## config.mk

```make
export PLATFORM = sky130hd
export DESIGN_NAME = fetch_bpred
export DESIGN_NICKNAME = d
export VERILOG_FILES = /design/src/rtl/fetch_bpred.sv
export SDC_FILE = /design/constraint.sdc
export NUM_CORES = 2
export LEC_CHECK = 0
export ABC_CLOCK_PERIOD_IN_PS = 6600
export CELL_PAD_IN_SITES_DETAIL_PLACEMENT = 0
export CELL_PAD_IN_SITES_GLOBAL_PLACEMENT = 1
export CORE_ASPECT_RATIO = 1.25
export CORE_MARGIN = 4
export CORE_UTILIZATION = 40
export CTS_BUF_LIST = sky130_fd_sc_hd__clkbuf_4 sky130_fd_sc_hd__clkbuf_8
export DETAILED_ROUTE_END_ITERATION = 8
export PLACE_DENSITY_LB_ADDON = 0.05
export SLEW_MARGIN = 20
export SYNTH_ARGS = -nofsm -noshare
export SYNTH_HDL_FRONTEND = slang
export SYNTH_SLANG_ARGS = --single-unit
export TNS_END_PERCENT = 30
```

## constraint.sdc

```tcl
create_clock -name i_clk -period 6.6 [get_ports i_clk]
set_input_delay 1.32 -clock i_clk [delete_from_list [all_inputs] [get_ports i_clk]]
set_output_delay 1.32 -clock i_clk [all_outputs]
set_load 0.02 [all_outputs]
```

## src/rtl/fetch_bpred.sv

```systemverilog
// rtl/fetch_bpred.sv - IF-stage PC generator with direct-mapped BTB and 2-bit direction counters
// Optional branch/mispredict statistics counters: define BPRED_STATS_EN.
module fetch_bpred #(
    parameter int          BTB_ENTRIES = 16,
    parameter logic [31:0] RESET_PC    = 32'h0000_0000
) (
    input  logic        i_clk,
    input  logic        i_rst_n,
    input  logic        StallF,
    input  logic        i_ex_valid,
    input  logic        i_ex_is_branch,
    input  logic [31:0] i_ex_pc,
    input  logic        i_ex_taken,
    input  logic [31:0] i_ex_target,
    input  logic        i_ex_pred_taken,
    input  logic [31:0] i_ex_pred_target,
    output logic [31:0] pc,
    output logic [31:0] pc_four,
    output logic        o_pred_taken,
    output logic [31:0] o_pred_target,
    output logic        o_mispredict
`ifdef BPRED_STATS_EN
    ,
    output logic [31:0] o_br_cnt,
    output logic [31:0] o_mispred_cnt
`endif
);

    localparam int IDX_W = $clog2(BTB_ENTRIES);
    localparam int TAG_W = 30 - IDX_W;

    logic             btb_valid  [BTB_ENTRIES];
    logic [TAG_W-1:0] btb_tag    [BTB_ENTRIES];
    logic [31:0]      btb_target [BTB_ENTRIES];
    logic [1:0]       btb_ctr    [BTB_ENTRIES];

    logic [IDX_W-1:0] lk_idx;
    logic [TAG_W-1:0] lk_tag;
    logic             lk_hit;
    logic [IDX_W-1:0] ex_idx;
    logic [TAG_W-1:0] ex_tag;
    logic             ex_hit;
    logic             res;
    logic [31:0]      redirect_pc;
    logic [31:0]      next_pc;

    always_comb begin
        lk_idx        = pc[IDX_W+1:2];
        lk_tag        = pc[31:IDX_W+2];
        lk_hit        = btb_valid[lk_idx] && (btb_tag[lk_idx] == lk_tag);
        pc_four       = pc + 32'd4;
        o_pred_taken  = lk_hit && btb_ctr[lk_idx][1];
        o_pred_target = o_pred_taken ? btb_target[lk_idx] : 32'd0;
    end

    always_comb begin
        ex_idx       = i_ex_pc[IDX_W+1:2];
        ex_tag       = i_ex_pc[31:IDX_W+2];
        ex_hit       = btb_valid[ex_idx] && (btb_tag[ex_idx] == ex_tag);
        res          = i_ex_valid && i_ex_is_branch;
        o_mispredict = res && ((i_ex_taken != i_ex_pred_taken) ||
                               (i_ex_taken && (i_ex_target != i_ex_pred_target)));
        redirect_pc  = i_ex_taken ? i_ex_target : (i_ex_pc + 32'd4);
    end

    // A resolved mispredict beats the stall: the stalled fetch is on the wrong path anyway.
    always_comb begin
        if (o_mispredict) begin
            next_pc = redirect_pc;
        end else if (StallF) begin
            next_pc = pc;
        end else if (o_pred_taken) begin
            next_pc = o_pred_target;
        end else begin
            next_pc = pc_four;
        end
    end

    always_ff @(posedge i_clk) begin
        if (!i_rst_n) begin
            pc <= RESET_PC;
            for (int i = 0; i < BTB_ENTRIES; i++) begin
                btb_valid[i]  <= 1'b0;
                btb_tag[i]    <= '0;
                btb_target[i] <= 32'd0;
                btb_ctr[i]    <= 2'b01;
            end
        end else begin
            pc <= next_pc;
            if (res) begin
                if (ex_hit) begin
                    if (i_ex_taken) begin
                        btb_target[ex_idx] <= i_ex_target;
                        if (btb_ctr[ex_idx] != 2'b11) begin
                            btb_ctr[ex_idx] <= btb_ctr[ex_idx] + 2'd1;
                        end
                    end else if (btb_ctr[ex_idx] != 2'b00) begin
                        btb_ctr[ex_idx] <= btb_ctr[ex_idx] - 2'd1;
                    end
                end else if (i_ex_taken) begin
                    // New taken branch starts weakly taken so it predicts on its next fetch.
                    btb_valid[ex_idx]  <= 1'b1;
                    btb_tag[ex_idx]    <= ex_tag;
                    btb_target[ex_idx] <= i_ex_target;
                    btb_ctr[ex_idx]    <= 2'b10;
                end
            end
        end
    end

`ifdef BPRED_STATS_EN
    always_ff @(posedge i_clk) begin
        if (!i_rst_n) begin
            o_br_cnt      <= 32'd0;
            o_mispred_cnt <= 32'd0;
        end else begin
            if (res) begin
                o_br_cnt <= o_br_cnt + 32'd1;
            end
            if (o_mispredict) begin
                o_mispred_cnt <= o_mispred_cnt + 32'd1;
            end
        end
    end
`endif

endmodule

```

# [After elaboration in Yosys (flattened, before gate mapping)]
# Memories as Yosys holds them, arrays and structs flattened. A register that Yosys moved wholly into a read port is not among the register bits.
# Index checks and enable logic that the tools add are counted.
[totals] regBits=32 latchBits=0 mem_bits_rw=976 mem_bits_ro=0 in_bits=103 out_inout_bits=98 elab_cells=80 mem_count=4
[memory_table] name="btb_target" words=16 word_bits=32 read_ports=1 rd_ports_with_merged_regs=1 write_ports=16 line="34" source="logic [31:0] btb_target [BTB_ENTRIES];"
[memory_table] name="btb_tag" words=16 word_bits=26 read_ports=2 rd_ports_with_merged_regs=1 write_ports=16 line="33" source="logic [TAG_W-1:0] btb_tag [BTB_ENTRIES];"
[memory_table] name="btb_ctr" words=16 word_bits=2 read_ports=2 rd_ports_with_merged_regs=1 write_ports=16 line="35" source="logic [1:0] btb_ctr [BTB_ENTRIES];"
[memory_table] name="btb_valid" words=16 word_bits=1 read_ports=2 rd_ports_with_merged_regs=1 write_ports=16 line="32" source="logic btb_valid [BTB_ENTRIES];"
[op_classes] add_sub_neg=4 multipliers=0 div_mod_pow=0 order_cmp=0 n_eq_ne=6 n_shift=0 muxes=50 bitwise=3 n_reduce_logical=12
[ops] op="32-bit two-way mux" count=7
[ops] op="32-bit by 3-bit adder with 32-bit output, second input constant" count=2
[ops] op="26-bit equality test" count=2
[ops] op="4-bit two-way mux" count=12
[ops] op="32-bit != test" count=1
[ops] op="32-bit OR reduction" count=1
[ops] op="1-bit two-way mux" count=27
[ops] op="26-bit two-way mux" count=1
[ops] op="26-bit OR reduction" count=1
[ops] op="1-bit logical AND" count=6
[ops] op="2-bit two-way mux" count=3
[ops] op="1-bit bitwise OR" count=3
[ops] op="2-bit by 1-bit adder with 2-bit output, second input constant" count=1
[ops] op="2-bit by 1-bit != test with 1-bit output, second input constant" count=1
[ops] op="2-bit != test, second input constant" count=1
[ops] op="2-bit nonzero test" count=1
[ops] op="2-bit OR reduction" count=1
[ops] op="2-bit by 1-bit subtractor with 2-bit output, second input constant" count=1
[ops] op="1-bit logical OR" count=1
[ops] op="1-bit != test" count=1
[ops] op="1-bit OR reduction" count=1

# [Depth between registers and ports, before layout]
# An unclocked memory read counts as a cell.
[depth] depth_word=12 ltp_mapped=16 depth_no_buf=9

# [Least setup slack after synthesis]
# OpenSTA, ideal clock, no wires.
[synth_timing] path_type="input -> register" start="input port i_ex_pc[4]" end="memory btb_target[4][0], enable pin" setup_ns=0.466 arrival_ns=5.223 t_required_ns=6.134 path_slack_ns=0.911 path_stages=8 n_path_buf=4 cell_sequence="buf_1 -> buf_2 -> buf_2 -> buf_2 -> nand2_1 -> nor2_1 -> nand2_1 -> o21ai_0"
[synth_rtl] item="start: declaration" line="12" source="input logic [31:0] i_ex_pc,"
[synth_rtl] item="end: declaration" line="34"

# [Worst setup path in the final report]
[layout_timing] start="input port i_ex_target[14]" end="output port o_mispredict"
[layout_via] elab_chain_cells=4
[layout_rtl] item="start: declaration" line="14" source="input logic [31:0] i_ex_target,"
[layout_rtl] item="32-bit != test" line="62" source="(i_ex_taken && (i_ex_target != i_ex_pred_target)));"
[layout_rtl] item="1-bit logical AND" line="62"
[layout_rtl] item="1-bit logical OR" line="61" source="o_mispredict = res && ((i_ex_taken != i_ex_pred_taken) ||"
[layout_rtl] item="1-bit logical AND" line="61"
[layout_rtl] item="end: declaration" line="21" source="output logic o_mispredict"
# Every way passes these cells.

==> flow_metrics.env <==
export IMPL_vias=37600
export IMPL_p_total_mw=15.9
export IMPL_power_switching_mw=4.46
export IMPL_grt_max_degree=217
export IMPL_cp_slowest_stage_delay_ns=0.86
export IMPL_drive_above_1_share_pct=23.5
export IMPL_drt_wirelength_per_cell_um=36.4
export IMPL_synth_compound_area_share_pct=4.67
export IMPL_slew_headroom_pct=21.7
export IMPL_ioPinCount=201
export IMPL_rsz0062_at_grt="no"
export IMPL_clkTransAtPathRegs_ns=0.06
export IMPL_p_sw_share_pct=28.1
export IMPL_antenna_found_initial=18
export IMPL_fin_crit_ns=6.41
export IMPL_synthMuxAreaShare_pct=17.4
export IMPL_grt_pass1_vias=38100
export IMPL_pwr_share_clk_pct=36.9
export IMPL_cap_violations=0
export IMPL_crit_chain="clkdlybuf4s50_1 -> xor2_1 -> nor4_2 -> nand4_1 -> buf_4 -> nor4_1 -> buf_4 -> a21oi_4 -> clkdlybuf4s50_1"
export IMPL_min_period_over_period_pct=97.1
export IMPL_ctsHtreeMaxLevel=4
export IMPL_utilization_pct=46.6
export IMPL_hold_buffers=0
export IMPL_end_kind="output port"
export IMPL_cts_root_buf="clkbuf_8"
export IMPL_p_comb_share_pct=15.6
export IMPL_die_y_um=415
export IMPL_final_cell_mix="edfxtp_1, and2_1, mux4_2"
export IMPL_critical_path_class="input port to output port"
export IMPL_overflow=0
export IMPL_cts_tree="yes"
export IMPL_slowest_stage="clkdlybuf4s50_1"
export IMPL_power_density_nw_per_um2=258
export IMPL_synth_ff_type="edfxtp_1"
export IMPL_drc_errors=0
export IMPL_final_common_cell="edfxtp_1"
export IMPL_intPower_mw=11.4
export IMPL_drt_iter0_drc=4623
export IMPL_syn2layout_area_growth_pct=15.8
export IMPL_syn_area_per_cell_sq_um=13.6
export IMPL_synth_edff_count=960
export IMPL_ys_async_sr_fraction_pct=0
export IMPL_cp_required_ns=5.28
export IMPL_yosys_area_share_simple_pct=15.6
export IMPL_tightest_slew_ns=1.17
export IMPL_clk_latency_ns=0.92
export IMPL_rows=149
export IMPL_synthAdderAreaFrac_pct=0.118
export IMPL_synth_area_sq_um=53000
export IMPL_track_usage_pct=31.0
export IMPL_vdd_drop_max_uv=247
export IMPL_setup_viol=0
export IMPL_worstPathMaxFanout=18
export IMPL_start_util_pct=40.2
export IMPL_drt_total_wl_mm=218
export IMPL_drv_slew=0
export IMPL_synth_xor_xnor_area_share_pct=2.27
export IMPL_outcome="finished clean"
export IMPL_first_pass_iters=6
export IMPL_die_x_um=334
export IMPL_clkSinkCount=1012
export IMPL_p_leak_nw=22.1
export IMPL_vias_per_cell=6.28
export IMPL_fin_skew_ns=0.0416
export IMPL_hpwlAfterDp_mm=137
export IMPL_portBuffers=200
export IMPL_p_seq_share_pct=47.6
export IMPL_synth_nets=4012
export IMPL_fmax_mhz=156
export IMPL_cts_buffers_inserted=173
export IMPL_synthCells=3904
export IMPL_hp_class="flop to flop"
export IMPL_die_area_sq_um=139000
export IMPL_ant_nets=0
export IMPL_hold_viol_final=0
export IMPL_core_area_sq_um=132000
export IMPL_grt_pass1_wl_mm=302
export IMPL_nNetsFinal=4209
export IMPL_ys_seq_elements=1012
export IMPL_critPathLaunchType="input port"
export IMPL_clockBufferDepth=3
export IMPL_critPathLaunch="i_ex_target[14]"
export IMPL_cp_data_arrival_time_ns=5.09
export IMPL_holdCritStartpoint="btb_valid[1]$_DFF_P_"
export IMPL_synth_top_family_by_area="multiplexers"
export IMPL_seq_area_frac_synth_pct=56.3
export IMPL_yosys_warnings=0
export IMPL_synth_cell_type_count=85
export IMPL_gp_congestion=0.877
-- final timing paths --
check / endpoint / slack, ns / cells past startpoint
worst max register to register: pc[0]$_SDFFE_PN0P_ / 1.98 / 11
worst min-delay path: btb_valid[1]$_DFF_P_ / 0.47 / 2
worst min register to register: btb_valid[1]$_DFF_P_ / 0.47 / 2
worst max-delay path: o_mispredict / 0.19 / 9
-- cell usage after synthesis (26+ instances only) --
| master | n | area [sq um] |
|---|---|---|
| nand2_1 | 248 | 931 |
| xnor2_1 | 80 | 701 |
| a31oi_1 | 31 | 194 |
| clkbuf_1 | 316 | 1190 |
| dfxtp_1 | 52 | 1040 |
| nor3_1 | 26 | 130 |
| buf_2 | 46 | 230 |
| and3_1 | 333 | 2080 |
| xor2_1 | 54 | 473 |
| nand3_1 | 41 | 205 |
| o211ai_1 | 37 | 278 |
| a21oi_1 | 58 | 290 |
| nor2_1 | 182 | 683 |
| mux2i_1 | 83 | 831 |
| edfxtp_1 | 960 | 28800 |
| o21ai_0 | 52 | 260 |
| and2_1 | 522 | 3270 |
| nand4_1 | 29 | 181 |
| mux4_2 | 362 | 8150 |
-- kinds of logic (layout without fill, tap and decap cells) --
group	count (synthesis)	count (layout)
flops	1012	1012
mux	467	467
fa+ha+maj	5	5
compound gates	353	353
simple gates	1483	1483
buf+inv	448	791
xor+xnor	136	136
other cells	0	13
-- power by group through the flow --
stage	Clock, mW	Combinational (mW)	Sequential, mW
floorplan	0	1.38	7.60
global placement	0	2.35	7.69
detailed placement	0	2.36	7.72
global route	6.22	2.55	7.57
finish	5.85	2.47	7.55
CTS	5.94	2.45	7.55
-- repair_timing --
item,in CTS,in global routing
gates resized for setup,2,1
setup buffers,18,3
setup endpoints to repair,32,17
-- final cells by class --
type                    instances  area, sq um
clock inverters                88          599
fillers                     11700        70400
diodes                         13         32.5
well taps                    1736         2170
clock buffers                 233         2850
multi-input cells            2444        21600
flip-flops and latches       1012        29900
repair buffers                443         4190
inverters                      27          108
-- per-stage QoR --
step | cell area, sq um | setup TNS (ns) | hold WS [ns] | worst slack [ns] | instances
2_1_floorplan | 53000 | 0 | 0.432 | 0.911 | 3904
6_report | 61400 | 0 | 0.466 | 0.193 | 5996
4_1_cts | 61300 | 0 | 0.465 | 0.0725 | 5980
5_1_grt | 61400 | 0 | 0.471 | 0.00279 | 5984
3_3_place_gp | 57600 | -0.306 | 0.452 | -0.306 | 5639
3_5_place_dp | 57600 | 0 | 0.455 | 0.0810 | 5641
-- critical path: cells and delay by family --
kind	cells	cell delay, ns
xor+xnor	1	0.34
compound gates	1	0.06
simple gates	3	1.45
buf+inv	4	1.90
-- registers in the layout (all words and copies together), names as in the netlist, named ones only --
signal      cells
btb_tag       416
btb_ctr        32
btb_target    512
btb_valid      16
pc             32
-- layer usage --
layer,track usage (%),vias to the layer above,part of all wire (%)
met5,0,-,0.0060
met4,13.7,2,4.8
met3,5.59,467,7.8
met2,51.1,2095,48
met1,40.2,19800,39
li1,-,15300,-
Power figures use the tool's default switching activity.
